==> config.mk <==
export PLATFORM = sky130hd
export DESIGN_NAME = mem_stage_lsu
export DESIGN_NICKNAME = d
export VERILOG_FILES = /design/src/rtl/rv_mem_pkg.sv /design/src/rtl/mem_load_align.sv /design/src/rtl/mem_stage_lsu.sv
export SDC_FILE = /design/constraint.sdc
export NUM_CORES = 1
export LEC_CHECK = 0
export ABC_AREA = 0
export CORE_AREA = 3 3 100 102
export DETAILED_ROUTE_END_ITERATION = 6
export DIE_AREA = 0 0 103 105
export PLACE_DENSITY = 0.82
export SYNTH_ARGS = -nofsm -noshare
export SYNTH_HDL_FRONTEND = slang
export SYNTH_SLANG_ARGS = --single-unit
==> constraint.sdc <==
create_clock -name clk -period 10.3 [get_ports clk]
set_input_delay 3.09 -clock clk [delete_from_list [all_inputs] [get_ports clk]]
set_output_delay 3.09 -clock clk [all_outputs]
set_load 0.1 [all_outputs]
==> src/rtl/rv_mem_pkg.sv <==
// Shared RV32 memory-stage definitions: funct3 codes, LSU FSM states, writeback select codes
// and the access-size decode used by the load/store unit and the load aligner.
package rv_mem_pkg;

    localparam logic [2:0] F3_LB  = 3'b000;
    localparam logic [2:0] F3_LH  = 3'b001;
    localparam logic [2:0] F3_LW  = 3'b010;
    localparam logic [2:0] F3_LBU = 3'b100;
    localparam logic [2:0] F3_LHU = 3'b101;
    localparam logic [2:0] F3_SB  = 3'b000;
    localparam logic [2:0] F3_SH  = 3'b001;
    localparam logic [2:0] F3_SW  = 3'b010;

    localparam logic [1:0] WB_SEL_ALU = 2'd0;
    localparam logic [1:0] WB_SEL_MEM = 2'd1;
    localparam logic [1:0] WB_SEL_PC4 = 2'd2;

    typedef enum logic {
        ST_IDLE = 1'b0,
        ST_WAIT = 1'b1
    } lsu_state_e;

    typedef enum logic [1:0] {
        SZ_BYTE = 2'd0,
        SZ_HALF = 2'd1,
        SZ_WORD = 2'd2
    } acc_size_e;

    // Any funct3 outside the load or store table falls back to a word access.
    function automatic acc_size_e access_size(input logic [2:0] f3, input logic is_store);
        acc_size_e sz;
        sz = SZ_WORD;
        if (is_store) begin
            case (f3)
                F3_SB:   sz = SZ_BYTE;
                F3_SH:   sz = SZ_HALF;
                F3_SW:   sz = SZ_WORD;
                default: sz = SZ_WORD;
            endcase
        end else begin
            case (f3)
                F3_LB, F3_LBU: sz = SZ_BYTE;
                F3_LH, F3_LHU: sz = SZ_HALF;
                F3_LW:         sz = SZ_WORD;
                default:       sz = SZ_WORD;
            endcase
        end
        return sz;
    endfunction

endpackage

==> src/rtl/mem_load_align.sv <==
// Combinational load aligner: selects the addressed byte/half of a bus word and
// sign- or zero-extends it according to funct3.
module mem_load_align
    import rv_mem_pkg::*;
(
    input  logic [31:0] rdata,
    input  logic [1:0]  offset,
    input  logic [2:0]  funct3,
    output logic [31:0] load_data
);

    logic [31:0] shifted;

    always_comb begin
        shifted = rdata >> {offset, 3'b000};
        case (funct3)
            F3_LB:   load_data = {{24{shifted[7]}}, shifted[7:0]};
            F3_LH:   load_data = {{16{shifted[15]}}, shifted[15:0]};
            F3_LBU:  load_data = {24'd0, shifted[7:0]};
            F3_LHU:  load_data = {16'd0, shifted[15:0]};
            default: load_data = shifted;
        endcase
    end

endmodule

==> src/rtl/mem_stage_lsu.sv <==
// MEM-stage load/store unit: one req/gnt/rvalid data access per load/store, stalls the pipe
// until it completes. Optional load timeout enabled by defining MEM_TIMEOUT_EN.
module mem_stage_lsu
    import rv_mem_pkg::*;
#(
    parameter int TIMEOUT_CYCLES = 256
) (
    input  logic        clk,
    input  logic        rst,
    input  logic [31:0] ex_alu_result,
    input  logic [31:0] ex_store_data,
    input  logic        ex_mem_read,
    input  logic        ex_mem_write,
    input  logic [2:0]  ex_funct3,
    input  logic [4:0]  ex_rd_addr,
    input  logic        ex_reg_write,
    input  logic [1:0]  ex_wb_sel,
    output logic        dmem_req,
    output logic        dmem_we,
    output logic [31:0] dmem_addr,
    output logic [31:0] dmem_wdata,
    output logic [3:0]  dmem_wstrb,
    input  logic        dmem_gnt,
    input  logic        dmem_rvalid,
    input  logic [31:0] dmem_rdata,
    output logic [31:0] mem_wb_candidate,
    output logic [31:0] mem_load_data,
    output logic [4:0]  mem_rd_addr,
    output logic        mem_reg_write,
    output logic [1:0]  mem_wb_sel,
    output logic        mem_stall,
    output logic        mem_misalign,
    output logic        mem_bus_err
);

    if (TIMEOUT_CYCLES < 2 || TIMEOUT_CYCLES > 512) begin : g_bad_timeout
        $error("TIMEOUT_CYCLES must be in 2..512 to fit the 9-bit wait counter");
    end

    lsu_state_e  state_q, state_d;
    logic [1:0]  off_q, off_d;
    logic [2:0]  f3_q, f3_d;

    logic        is_load, is_store, is_mem, misalign;
    acc_size_e   size;
    logic [31:0] align_data;
    logic        timeout;

    logic        req, stall, misal_flag, berr_flag, rw;
    logic [31:0] ld_data;
    logic [31:0] wdata;
    logic [3:0]  wstrb;

    // A read+write combination is treated as a load.
    assign is_load  = ex_mem_read;
    assign is_store = ex_mem_write & ~ex_mem_read;
    assign is_mem   = is_load | is_store;
    assign size     = access_size(ex_funct3, is_store);

    always_comb begin
        case (size)
            SZ_HALF: misalign = ex_alu_result[0];
            SZ_WORD: misalign = |ex_alu_result[1:0];
            default: misalign = 1'b0;
        endcase
    end

    always_comb begin
        case (size)
            SZ_BYTE: begin
                wdata = {4{ex_store_data[7:0]}};
                wstrb = 4'b0001 << ex_alu_result[1:0];
            end
            SZ_HALF: begin
                wdata = {2{ex_store_data[15:0]}};
                wstrb = 4'b0011 << ex_alu_result[1:0];
            end
            default: begin
                wdata = ex_store_data;
                wstrb = 4'b1111;
            end
        endcase
    end

    mem_load_align u_align (
        .rdata     (dmem_rdata),
        .offset    (off_q),
        .funct3    (f3_q),
        .load_data (align_data)
    );

`ifdef MEM_TIMEOUT_EN
    localparam logic [8:0] TIMEOUT_LAST = 9'(TIMEOUT_CYCLES - 1);

    logic [8:0] cnt_q, cnt_d;

    // Held at zero in IDLE so every WAIT episode starts counting from 0.
    always_comb begin
        cnt_d = cnt_q;
        if (state_q == ST_IDLE) begin
            cnt_d = 9'd0;
        end else if (!dmem_rvalid) begin
            cnt_d = cnt_q + 9'd1;
        end
    end

    always_ff @(posedge clk or posedge rst) begin
        if (rst) begin
            cnt_q <= 9'd0;
        end else begin
            cnt_q <= cnt_d;
        end
    end

    assign timeout = (state_q == ST_WAIT) && !dmem_rvalid && (cnt_q == TIMEOUT_LAST);
`else
    assign timeout = 1'b0;
`endif

    always_comb begin
        state_d    = state_q;
        off_d      = off_q;
        f3_d       = f3_q;
        req        = 1'b0;
        stall      = 1'b0;
        misal_flag = 1'b0;
        berr_flag  = 1'b0;
        rw         = ex_reg_write;
        ld_data    = 32'd0;
        case (state_q)
            ST_IDLE: begin
                if (is_mem) begin
                    if (misalign) begin
                        misal_flag = 1'b1;
                        rw         = 1'b0;
                    end else begin
                        req = 1'b1;
                        if (!dmem_gnt) begin
                            stall = 1'b1;
                            rw    = 1'b0;
                        end else if (is_load) begin
                            stall   = 1'b1;
                            rw      = 1'b0;
                            state_d = ST_WAIT;
                            off_d   = ex_alu_result[1:0];
                            f3_d    = ex_funct3;
                        end
                    end
                end
            end
            ST_WAIT: begin
                rw = 1'b0;
                if (dmem_rvalid) begin
                    ld_data = align_data;
                    rw      = ex_reg_write;
                    state_d = ST_IDLE;
                end else if (timeout) begin
                    berr_flag = 1'b1;
                    state_d   = ST_IDLE;
                end else begin
                    stall = 1'b1;
                end
            end
            default: state_d = ST_IDLE;
        endcase
    end

    always_ff @(posedge clk or posedge rst) begin
        if (rst) begin
            state_q <= ST_IDLE;
            off_q   <= 2'd0;
            f3_q    <= 3'd0;
        end else begin
            state_q <= state_d;
            off_q   <= off_d;
            f3_q    <= f3_d;
        end
    end

    // Outputs are forced low for the whole reset interval, including a reset mid-access.
    always_comb begin
        dmem_req         = 1'b0;
        dmem_we          = 1'b0;
        dmem_addr        = 32'd0;
        dmem_wdata       = 32'd0;
        dmem_wstrb       = 4'd0;
        mem_wb_candidate = 32'd0;
        mem_load_data    = 32'd0;
        mem_rd_addr      = 5'd0;
        mem_reg_write    = 1'b0;
        mem_wb_sel       = 2'd0;
        mem_stall        = 1'b0;
        mem_misalign     = 1'b0;
        mem_bus_err      = 1'b0;
        if (!rst) begin
            dmem_req         = req;
            dmem_we          = req & is_store;
            dmem_addr        = {ex_alu_result[31:2], 2'b00};
            dmem_wdata       = wdata;
            dmem_wstrb       = (req & is_store) ? wstrb : 4'd0;
            mem_wb_candidate = ex_alu_result;
            mem_load_data    = ld_data;
            mem_rd_addr      = ex_rd_addr;
            mem_reg_write    = rw;
            mem_wb_sel       = ex_wb_sel;
            mem_stall        = stall;
            mem_misalign     = misal_flag;
            mem_bus_err      = berr_flag;
        end
    end

endmodule

; ---- After elaboration in Yosys (flattened, before gate mapping)
; Cells that the tools add are included.
[classes]
n_eq_ne = 8
n_shift = 3
n_mux = 44
n_bitwise = 6
reduce_logical = 7
[op_table]
columns = cell, n
row1 = $mux W32, 6
row2 = $pmux W32 S4, 1
row3 = $pmux W32 S2, 1
row4 = $shr A32 B5 Y32, 1
row5 = $mux W1, 24
row6 = $eq A3 B3 Y1 const B, 4
row7 = $mux W4, 2
row8 = $pmux W1 S2, 4
row9 = $pmux W2 S2, 2
row10 = $pmux W4 S2, 1
row11 = $eq A3 B1 Y1 const B, 2
row12 = $logic_not A3 Y1, 2
row13 = $reduce_or A2 Y1, 3
row14 = $mux W5, 1
row15 = $reduce_and A5 Y1, 1
row16 = $mux W2, 2
row17 = $shl A1 B2 Y4 const A, 1
row18 = $shl A2 B2 Y4 const A, 1
row19 = $not A1 Y1, 3
row20 = $and A1 B1 Y1, 2
row21 = $eq A2 B1 Y1 const B, 1
row22 = $eq A2 B2 Y1 const B, 1
row23 = $logic_not A2 Y1, 1
row24 = $or A1 B1 Y1, 1
[totals]
ff_bits = 6
input_bits = 113
output_inout_bits = 145
elab_cells = 71

; ---- Logic depth before layout (Yosys ltp)
; Gate-level depths: netlist (run 1).
[logic_depth]
ltp_word = 12
ltp_mapped = 9
ltp_nobuf = 7

; ---- Modules after synthesis
; From an unflattened synthesis (run 1), not the netlist that was laid out.
[hier_totals]
cells_unflattened = 361
area_unflattened_um2 = 2292.2
[by_module_without_submodules]
columns = mod, instances, cells_each, area_each_um2, seq_area_each_um2
row1 = mem_stage_lsu, 1, 254, 1597.8, 150.1
row2 = mem_load_align, 1, 107, 694.4, 0.0

; ---- Worst setup path before layout (run 1)
; OpenSTA, ideal clock, no wires.
[synth_timing]
path_kind = in2out
from = in ex_mem_read
to = out mem_reg_write
arrival_time_ns = 6.531
required_time_ns = 7.210
path_slack_ns = 0.679
path_stages = 7
n_path_buf = 0
cell_sequence = inv_1 -> a31oi_1 -> nand2_1 -> ha_1 -> o211ai_1 -> nand3_1 -> a311oi_1
[synth_via]
elab_chain_len = 9
elab_cells_between_ends = 13
classes_between = eq/ne: 2 / mux: 8 / bitwise: 3
[synth_lines]
columns = element, line
row1 = start: declaration, mem_stage_lsu.sv:12  ; input logic ex_mem_read,
row2 = $not A1 Y1, mem_stage_lsu.sv:56  ; assign is_store = ex_mem_write & ~ex_mem_read;
row3 = $and A1 B1 Y1, mem_stage_lsu.sv:56
row4 = $mux W2, rv_mem_pkg.sv:33  ; if (is_store) begin
row5 = $eq A2 B2 Y1 or $eq A2 B1 Y1 (tied branches), mem_stage_lsu.sv:61  ; case (size)
row6 = $pmux W1 S2, mem_stage_lsu.sv:61
row7 = $mux W1, mem_stage_lsu.sv:133  ; if (misalign) begin
row8 = $mux W1 *, mem_stage_lsu.sv:132  ; if (is_mem) begin
row9 = $pmux W1 S2 *, mem_stage_lsu.sv:130  ; case (state_q)
row10 = $mux W1 *, mem_stage_lsu.sv:195  ; if (!rst) begin
row11 = end: declaration, mem_stage_lsu.sv:29  ; output logic mem_reg_write,
; Every way passes the cells marked *; elsewhere a longest branch is shown, timed or not.

; ---- Worst setup path in the final report (run 1)
[layout_timing]
from = in ex_mem_read
to = out dmem_wdata[31]
[layout_via]
elab_chain_len = 6
elab_cells_between_ends = 7
classes_between = eq/ne: 1 / mux: 3 / bitwise: 2 / reduce/logical: 1
[layout_lines]
columns = element, line
row1 = $not A1 Y1 *, mem_stage_lsu.sv:56
row2 = $and A1 B1 Y1 *, mem_stage_lsu.sv:56
row3 = $mux W2 *, rv_mem_pkg.sv:33
row4 = $eq A2 B1 Y1 or $logic_not A2 Y1 (tied branches), mem_stage_lsu.sv:69  ; case (size)
row5 = $pmux W32 S2 *, mem_stage_lsu.sv:69
row6 = $mux W32 *, mem_stage_lsu.sv:195
row7 = end: declaration, mem_stage_lsu.sv:21  ; output logic [31:0] dmem_wdata,
; Marked as above.

==> metrics.cfg, run 1 <==
[outcome]
status=complete, no violations

[global_route]
grt_max_degree=49
grt_pass1_wl_um=16200
grt_usage=0.188
grt_overflow=0
antenna_found_initial=0
grt_pass1_vias=2921

[cts]
cts_sinks=6
htreeDepth=1
clock-root-buffer=clkbuf_8
cts_buffers=3
clk_pin_slew_worst_paths_ps=40
post_cts_resized=0
post_cts_buffers=0
cts_buffer_depth=2
clk_latency_ps=230
cts_hold_buf=0
cts_tree=built

[routing]
wirelength_um=11400
vias_per_cell=5.00
drt-wirelength-per-cell_um=17.9
drc_errors=0
drt_iter0_markers=173
drt_pass1_iterations=5
vias=3176
postRouteAntennaNets=0

[yosys]
ys_ff_latch=6
yosys_warnings=0
syn-cell-area_um2=2170
yosys.cell_types.count=43
yosys-top-cells-area=nor2b_1 (17%), buf_4 (12%), nand2_1 (9.0%)
synth_edf_count=0
synth_cells=320
avgSynthCellArea_um2=6.78
synth.top_cell.area_share=0.167
async_flop_share=1.00
ys_seq_area_frac=0.0692
synth-main-ff-cell=dfrtp_1
synth_top_area_cell=nor2b_1

[sta]
rsz0062_at_grt=no
fmax_mhz=109
setup_total_negative_slack_ps=0
finalCriticalPeriod_ps=9190
clock_skew_ps=0.643
tightest_slew_ps=1060
hold_violations=0
maxSlewViolCount=0
period_share=0.892
finalSetupViolCount=0
max_slew_margin=0.292

[die]
core_area_um2=9200
die_y_um=105
rows=35
die-area_um2=10800
die-width_um=103
io-pin-count=258
initial_core_util=0.236

[min_path]
hold_depth=1
hp-class=register to register

[finish]
nets=642
n_antenna_cell=0
nFillCells=866
mostFrequentLayoutCells=clkdlybuf4s50_1 (219), nor2b_1 (58), nand2_1 (52)
final_common_cell=clkdlybuf4s50_1
layout-drive-gt1-share=0.115
seqCellArea_um2=150
multi_input_area_um2=1630
syn_to_final_growth_pct=105

[critical_path]
crit_fanout=11
critical_path_arrival_ps=6100
path_cells=clkdlybuf4s50_1, inv_1, a31oi_1, nand2_1, ha_1, nor2_1, buf_4, nand2_1, a31oi_1, buf_4
path_class=input port to primary output
worstPathRequired_ps=7210
slowest_stage=nor2_1
critPathBufInv=4
r2r_slack_ps=8930
start_kind=input port
cp-end-kind=primary output
rr_worst_depth=3
cp.depth=10
cp_top_family=buffers and inverters
critPathMaxStageDelay_ps=560

[placed_design]
gp_congestion=0.902
dpl.hpwl_um=9490
port_buffers=254

[pwr]
cellLeakagePower_nw=1.68
p_per_area_nw_per_um2=128
total_power_mw=0.572
vdd_drop_max_v=0.0000945

[job]
drv_cap=0

registers in the layout, summed over array words and instances (netlist names):
register,cells
f3_q,3
off_q,2
state_q,1
routing by layer:
metal / global-route usage / routed length, um / vias up
met5: 0 / 0 / -
met1: 0.232 / 4330 / 1480
met3: 0.0207 / 826 / 18
met2: 0.338 / 5970 / 169
li1: - / - / 1509
met4: 0.0509 / 229 / 0
power breakdown:
part	internal, mW	total [mW]	switching, mW
Clock	0.0252	0.0366	0.0114
Sequential	0.0298	0.0470	0.0173
Combinational	0.142	0.488	0.346
worst register-to-register path: cells and delay by family, from the launching register on:
family	cells	cell delay (ps)
multiplexers	1	370
flip-flops	1	440
AND/OR/NAND/NOR	2	440
kinds of logic after synthesis:
| kind of cell | count (synthesis) | share of synthesized area |
|---|---|---|
| muxes | 22 | 0.111 |
| DFF | 6 | 0.0692 |
| other | 1 | 0.00173 |
| buffers and inverters | 64 | 0.183 |
| adders and majority gates | 3 | 0.0173 |
| AOI/OAI and AO/OA | 87 | 0.286 |
| xor gates and xnor gates | 1 | 0.00404 |
| and+or+nand+nor | 136 | 0.327 |
final timing paths:
check                                  to         from
max                        dmem_wdata[31]  ex_mem_read
min                               f3_q[1]      f3_q[1]
min reg2reg                       f3_q[1]      f3_q[1]
max reg2reg                      off_q[0]      state_q
min in group asynchronous         state_q          rst
max in group asynchronous        off_q[0]          rst
synth_stat cells (5+ instances only):
master	number
a221oi_1	8
o2bb2ai_1	8
mux2_2	13
nand3_1	5
mux2i_1	8
inv_1	5
nor2_1	8
dfrtp_1	6
nor2b_1	58
buf_2	5
a211oi_1	23
clkbuf_1	14
nand2_1	52
a31oi_1	10
a21oi_1	19
buf_4	34
o22ai_1	8
cell type report:
class,count,share of cell area
clock buffers,3,0.00927
inverters,6,0.00505
multi-input cells,252,0.365
flip-flops and latches,6,0.0337
well taps,111,0.0312
repair buffers,257,0.555
metrics by stage:
stage	util	setup slack, ps	hold slack, ps	area, um2	instances
2_1_floorplan	-	679	509	2180	322
6_report	0.484	1110	561	4460	635
3_5_place_dp	0.480	1180	542	4410	632
3_3_place_gp	0.480	1190	547	4410	632
5_1_grt	0.484	898	579	4460	635
4_1_cts	0.484	1160	551	4460	635
(Power assumes the default switching activity.)
==> run 2, diff against run 1 <==
Settings changed: GPL_TIMING_DRIVEN set to 0.
==> run 2 against run 1 <==
  * Fmax shrank 8.1%
  * Final cell count grew 8.7%
  * Utilization grew 4.8 points
  * Clock power shrank 4%
  * Clock skew grew 0.74 ps
  * Routed wire length grew 9.7%
  * Global-route usage grew 2.2 points
  * Flip-flop and latch count is the same
  * Setup slack lost 810 ps
  * Critical path depth grew 1
  * Critical path type unchanged
  * Largest power group unchanged
==> metrics.cfg, run 2 (synthesis results as in run 1) <==
[routing]
drc_errors=0  ; unchanged
drt-wirelength-per-cell_um=18.0  ; +0.94%
vias_per_cell=4.95  ; -1.1%
drt_pass1_iterations=4  ; -1
wirelength_um=12400  ; +9.7%
vias=3414  ; +7.5%
postRouteAntennaNets=0  ; unchanged
drt_iter0_markers=239  ; +38%

[pwr]
cellLeakagePower_nw=1.85  ; +9.8%
vdd_drop_max_v=0.0000732  ; -23%
total_power_mw=0.605  ; +5.8%
p_per_area_nw_per_um2=123  ; -3.8%

[finish]
top_regs=f3_q (3), off_q (2), state_q (1)
final_common_cell=clkdlybuf4s50_1
mostFrequentLayoutCells=clkdlybuf4s50_1 (254), nor2b_1 (58), nand2_1 (52)
top_register=f3_q
n_antenna_cell=0  ; unchanged
final_util=0.533  ; +0.0482
syn_to_final_growth_pct=126
multi_input_area_um2=1630  ; unchanged
layout-drive-gt1-share=0.112  ; -0.00224
nFillCells=876  ; +1.2%
nets=697  ; +8.6%
seqCellArea_um2=150  ; unchanged
largest_reg_flops=3  ; unchanged

[die]
rows=35  ; unchanged
die-width_um=103  ; unchanged
core_area_um2=9200  ; unchanged
die_y_um=105  ; unchanged
io-pin-count=258  ; unchanged
initial_core_util=0.236  ; unchanged
die-area_um2=10800  ; unchanged

[sta]
finalCriticalPeriod_ps=10000  ; +807 ps
tightest_slew_ps=1060  ; +5.63 ps
fmax_mhz=100  ; -8.1%
clock_skew_ps=1.38  ; +0.739 ps
setup_total_negative_slack_ps=0  ; unchanged
finalWorstSetupSlack_ps=302  ; -807 ps
rsz0062_at_grt=no
hold_slack_ps=580  ; +19.4 ps
maxSlewViolCount=0  ; unchanged
period_share=0.971  ; +0.0784
finalSetupViolCount=0  ; unchanged
max_slew_margin=0.289  ; -0.00376
hold_violations=0  ; unchanged

[placed_design]
pre_cts_ws_ps=335  ; -846 ps
dpl.hpwl_um=10600  ; +11%
gp_congestion=0.877  ; -2.7%
port_buffers=254  ; unchanged

[global_route]
grt_pass1_vias=3266  ; +12%
antenna_found_initial=0  ; unchanged
grt_max_degree=11  ; -78%
grt_usage=0.210  ; +0.0217
grt_pass1_wl_um=17900  ; +10%
grt_overflow=0  ; unchanged

[min_path]
hold_depth=1  ; unchanged
hp-class=register to register
hold_path_startpoint=f3_q[1]
worstHoldEndpoint=f3_q[1]

[job]
drv_cap=0  ; unchanged

[critical_path]
cp-end-kind=primary output
timing.rr.end=off_q[1]
worstPathRequired_ps=7210  ; about the same
path_class=input port to primary output
r2r_slack_ps=8770  ; -160 ps
rr_worst_depth=4  ; +1
timing.rr.start=off_q[1]
start_kind=input port
critical_path_arrival_ps=6910  ; +810 ps
crit_fanout=10  ; -1

[cts]
clock-root-buffer=clkbuf_8
cts_buffers=3  ; unchanged
htreeDepth=1  ; unchanged
clk_pin_slew_worst_paths_ps=30  ; about the same
cts_hold_buf=0  ; unchanged
cts_sinks=6  ; unchanged
cts_buffer_depth=2  ; unchanged
cts_tree=built
clk_latency_ps=220  ; about the same
post_cts_resized=0  ; unchanged
post_cts_buffers=0  ; unchanged

[outcome]
status=complete, no violations

==> run 2: cell count changes in the layout (fill, tap and decap cells not counted) <==
| cell | delta |
|---|---|
| clkdlybuf4s50_1 | +35 |
| clkbuf_1 | +14 |
| buf_2 | +4 |
| buf_4 | -3 |
| buf_6 | +3 |
| buf_1 | +1 |
| clkbuf_2 | +1 |
==> run 2: power by group <==
part / internal, mW / switching [mW] / leakage, nW
registers: 0.0300 / 0.00705 / 0.0719
logic: 0.164 / 0.369 / 1.76
clock network: 0.0251 / 0.00999 / 0.0216
==> run 2: critical path, stage by stage <==
cell,delay [ps]
clkdlybuf4s50_1,540
inv_1,70
a31oi_1,410
nand2_1,150
ha_1,210
buf_2,170
nor2_1,440
buf_2,320
nand2_1,80
a31oi_1,230
clkdlybuf4s50_1,1190
==> run 2: worst max path at each step <==
stage / end / startpoint / slack, ps / cells after the start
4_1_cts: dmem_wdata[31] / ex_mem_read / 320 / 11
3_5_place_dp: dmem_wdata[31] / ex_mem_read / 330 / 11
5_1_grt: dmem_wdata[31] / ex_mem_read / 60 / 11
6_report: dmem_wdata[31] / ex_mem_read / 300 / 11
2_1_floorplan: mem_reg_write / ex_mem_read / 680 / 7
3_3_place_gp: dmem_wdata[31] / ex_mem_read / 390 / 11
==> run 2: layout make-up <==
| class | count | area share |
|---|---|---|
| plain buffers | 58 | 0.0766 |
| flip-flops and latches | 6 | 0.0307 |
| clock buffers | 3 | 0.00843 |
| inverters | 6 | 0.00460 |
| repair buffers | 254 | 0.519 |
| multi-input cells | 252 | 0.332 |
| well taps | 111 | 0.0284 |
==> run 2: per-layer routing <==
layer  routed length (um)  global-route usage  vias to the layer above  share of wire
li1                     -                   -                     1631              -
met4                  434              0.0759                        0          0.035
met5                    0                   0                        -              0
met3                 1020              0.0320                       33          0.082
met2                 6260               0.367                      183           0.50
met1                 4730               0.255                     1567           0.38
==> run 2: per-stage QoR <==
step                      cells  instance area (um2)
after floorplan             322                 2180
after global placement      687                 4860
after detailed placement    687                 4860
after CTS                   690                 4900
after global routing        690                 4900
final                       690                 4900
==> run 3, diff against run 2 <==
Settings changed: REMOVE_ABC_BUFFERS set to 1.
==> run 3 against run 2 <==
  * Routed wire length shrank 12%
  * Largest power group unchanged
  * Sequential power grew 57%
  * Die area is the same
  * Sequential share of layout area grew 0.24 points
  * Final cell count shrank 8.3%
  * Combinational power shrank 10%
  * Largest cell class unchanged
  * Via count shrank 7.7%
==> metrics.cfg, run 3 (synthesis results as in run 1) <==
[critical_path]
crit_fanout=17  ; +7
critical_path_arrival_ps=6760  ; -150 ps
slowest_stage=clkdlybuf4s50_1
path_class=input port to primary output
worstPathRequired_ps=7210  ; about the same
critPathMaxStageDelay_ps=1170  ; -20 ps
cp-end-kind=primary output
start_kind=input port
path_cells=clkdlybuf4s50_1, inv_1, a31oi_1, nand2_1, ha_1, nor2_2, nand2_1, a31oi_1, clkdlybuf4s50_1

[sta]
setup_total_negative_slack_ps=0  ; unchanged
tightest_slew_ps=1220  ; +159 ps
rsz0062_at_grt=no
finalWorstSetupSlack_ps=452  ; +150 ps
hold_violations=0  ; unchanged
period_share=0.956  ; -0.0145
finalSetupViolCount=0  ; unchanged
fmax_mhz=102  ; +1.5%
max_slew_margin=0.185  ; -0.104
finalCriticalPeriod_ps=9850  ; -150 ps
clock_skew_ps=2.06  ; +0.677 ps
hold_slack_ps=557  ; -23.2 ps
maxSlewViolCount=0  ; unchanged

[routing]
routed.top_layer=met4
drt_pass1_iterations=4  ; unchanged
drt_iter0_markers=106  ; -56%
dr_wl_met2_um=5640  ; -9.8%
vias_per_cell=4.98  ; +0.64%
routed-wl-met3_um=1240  ; +21%
wirelength_um=11000  ; -12%
m1WireLength_um=3890  ; -18%
postRouteAntennaNets=0  ; unchanged
drt-wirelength-per-cell_um=17.3  ; -4.0%
drc_errors=0  ; unchanged
vias=3152  ; -7.7%

[job]
drv_cap=0  ; unchanged

[global_route]
grt_overflow=0  ; unchanged
grt_usage=0.183  ; -0.0272
grt_max_degree=45  ; +34
grt_pass1_vias=3184  ; -2.5%
grt_pass1_wl_um=16100  ; -9.7%
antenna_found_initial=0  ; unchanged

[placed_design]
port_buffers=254  ; unchanged
gp_congestion=0.833  ; -5.1%
pre_cts_ws_ps=151  ; -184 ps
dpl.hpwl_um=9100  ; -14%

[cts]
clk_latency_ps=220  ; about the same
htreeDepth=1  ; unchanged
cts_tree=built
cts_buffer_depth=2  ; unchanged
post_cts_resized=0  ; unchanged
clock-root-buffer=clkbuf_8
cts_hold_buf=0  ; unchanged
cts_buffers=3  ; unchanged
post_cts_buffers=0  ; unchanged
clk_pin_slew_worst_paths_ps=40  ; about the same
cts_sinks=6  ; unchanged

[finish]
mostFrequentLayoutCells=clkdlybuf4s50_1 (253), nor2b_1 (58), nand2_1 (52)
top_register=f3_q
top_regs=f3_q (3), off_q (2), state_q (1)
final_common_cell=clkdlybuf4s50_1
layout-drive-gt1-share=0.0479  ; -0.0644
nets=640  ; -8.2%
n_antenna_cell=0  ; unchanged
syn_to_final_growth_pct=109
largest_reg_flops=3  ; unchanged

[die]
die-width_um=103  ; unchanged
core_area_um2=9200  ; unchanged
rows=35  ; unchanged
die-area_um2=10800  ; unchanged
initial_core_util=0.236  ; unchanged
die_y_um=105  ; unchanged
io-pin-count=258  ; unchanged

[pwr]
cellLeakagePower_nw=1.62  ; -12%
vdd_drop_max_v=0.0000686  ; -6.2%
p_per_area_nw_per_um2=126  ; +2.1%
total_power_mw=0.572  ; -5.3%

[min_path]
hp-class=register to register

[outcome]
status=complete, no violations

[run 3: final cells by class]
type                       count  area, um2
clock buffer                   3       41.3
fill                         883       4660
inverter                       6       22.5
multi-input combinational    252       1630
sequential                     6        150
tap                          111        139
timing repair buffer         255       2560
[run 3: routing by layer]
layer | track usage | up-vias
li1 | - | 1509
met1 | 0.197 | 1453
met2 | 0.338 | 176
met5 | 0 | -
met3 | 0.0561 | 14
met4 | 0.0453 | 0
[run 3: worst paths after layout]
path / from / to / slack (ps) / cells past startpoint
hold reg to reg: f3_q[1] / f3_q[1] / 560 / 1
hold / removal: f3_q[1] / f3_q[1] / 560 / 1
setup reg to reg: off_q[0] / off_q[0] / 8780 / 1
min in group asynchronous: rst / f3_q[2] / 3310 / 3
max in group asynchronous: rst / state_q / 6740 / 3
setup / recovery: ex_mem_read / dmem_wdata[30] / 450 / 9
[run 3: worst max-delay path: cells and delay by family]
family	cells	cell delay, ps
fa+ha+maj	1	370
simple gates	3	890
buf+inv	3	1780
compound gates	2	620
[run 3: metrics by stage]
stage | instances | utilization | instance area (um2)
floorplan | 264 | - | 1800
global placement | 629 | 0.487 | 4480
detailed placement | 630 | 0.489 | 4500
CTS | 633 | 0.493 | 4540
global route | 633 | 0.494 | 4540
finish | 633 | 0.494 | 4540
[run 3: power breakdown]
group,total (mW),switching [mW],internal [mW]
Combinational,0.479,0.334,0.145
Clock,0.0349,0.00982,0.0251
Sequential,0.0582,0.0287,0.0295
Total,0.572,0.373,0.200
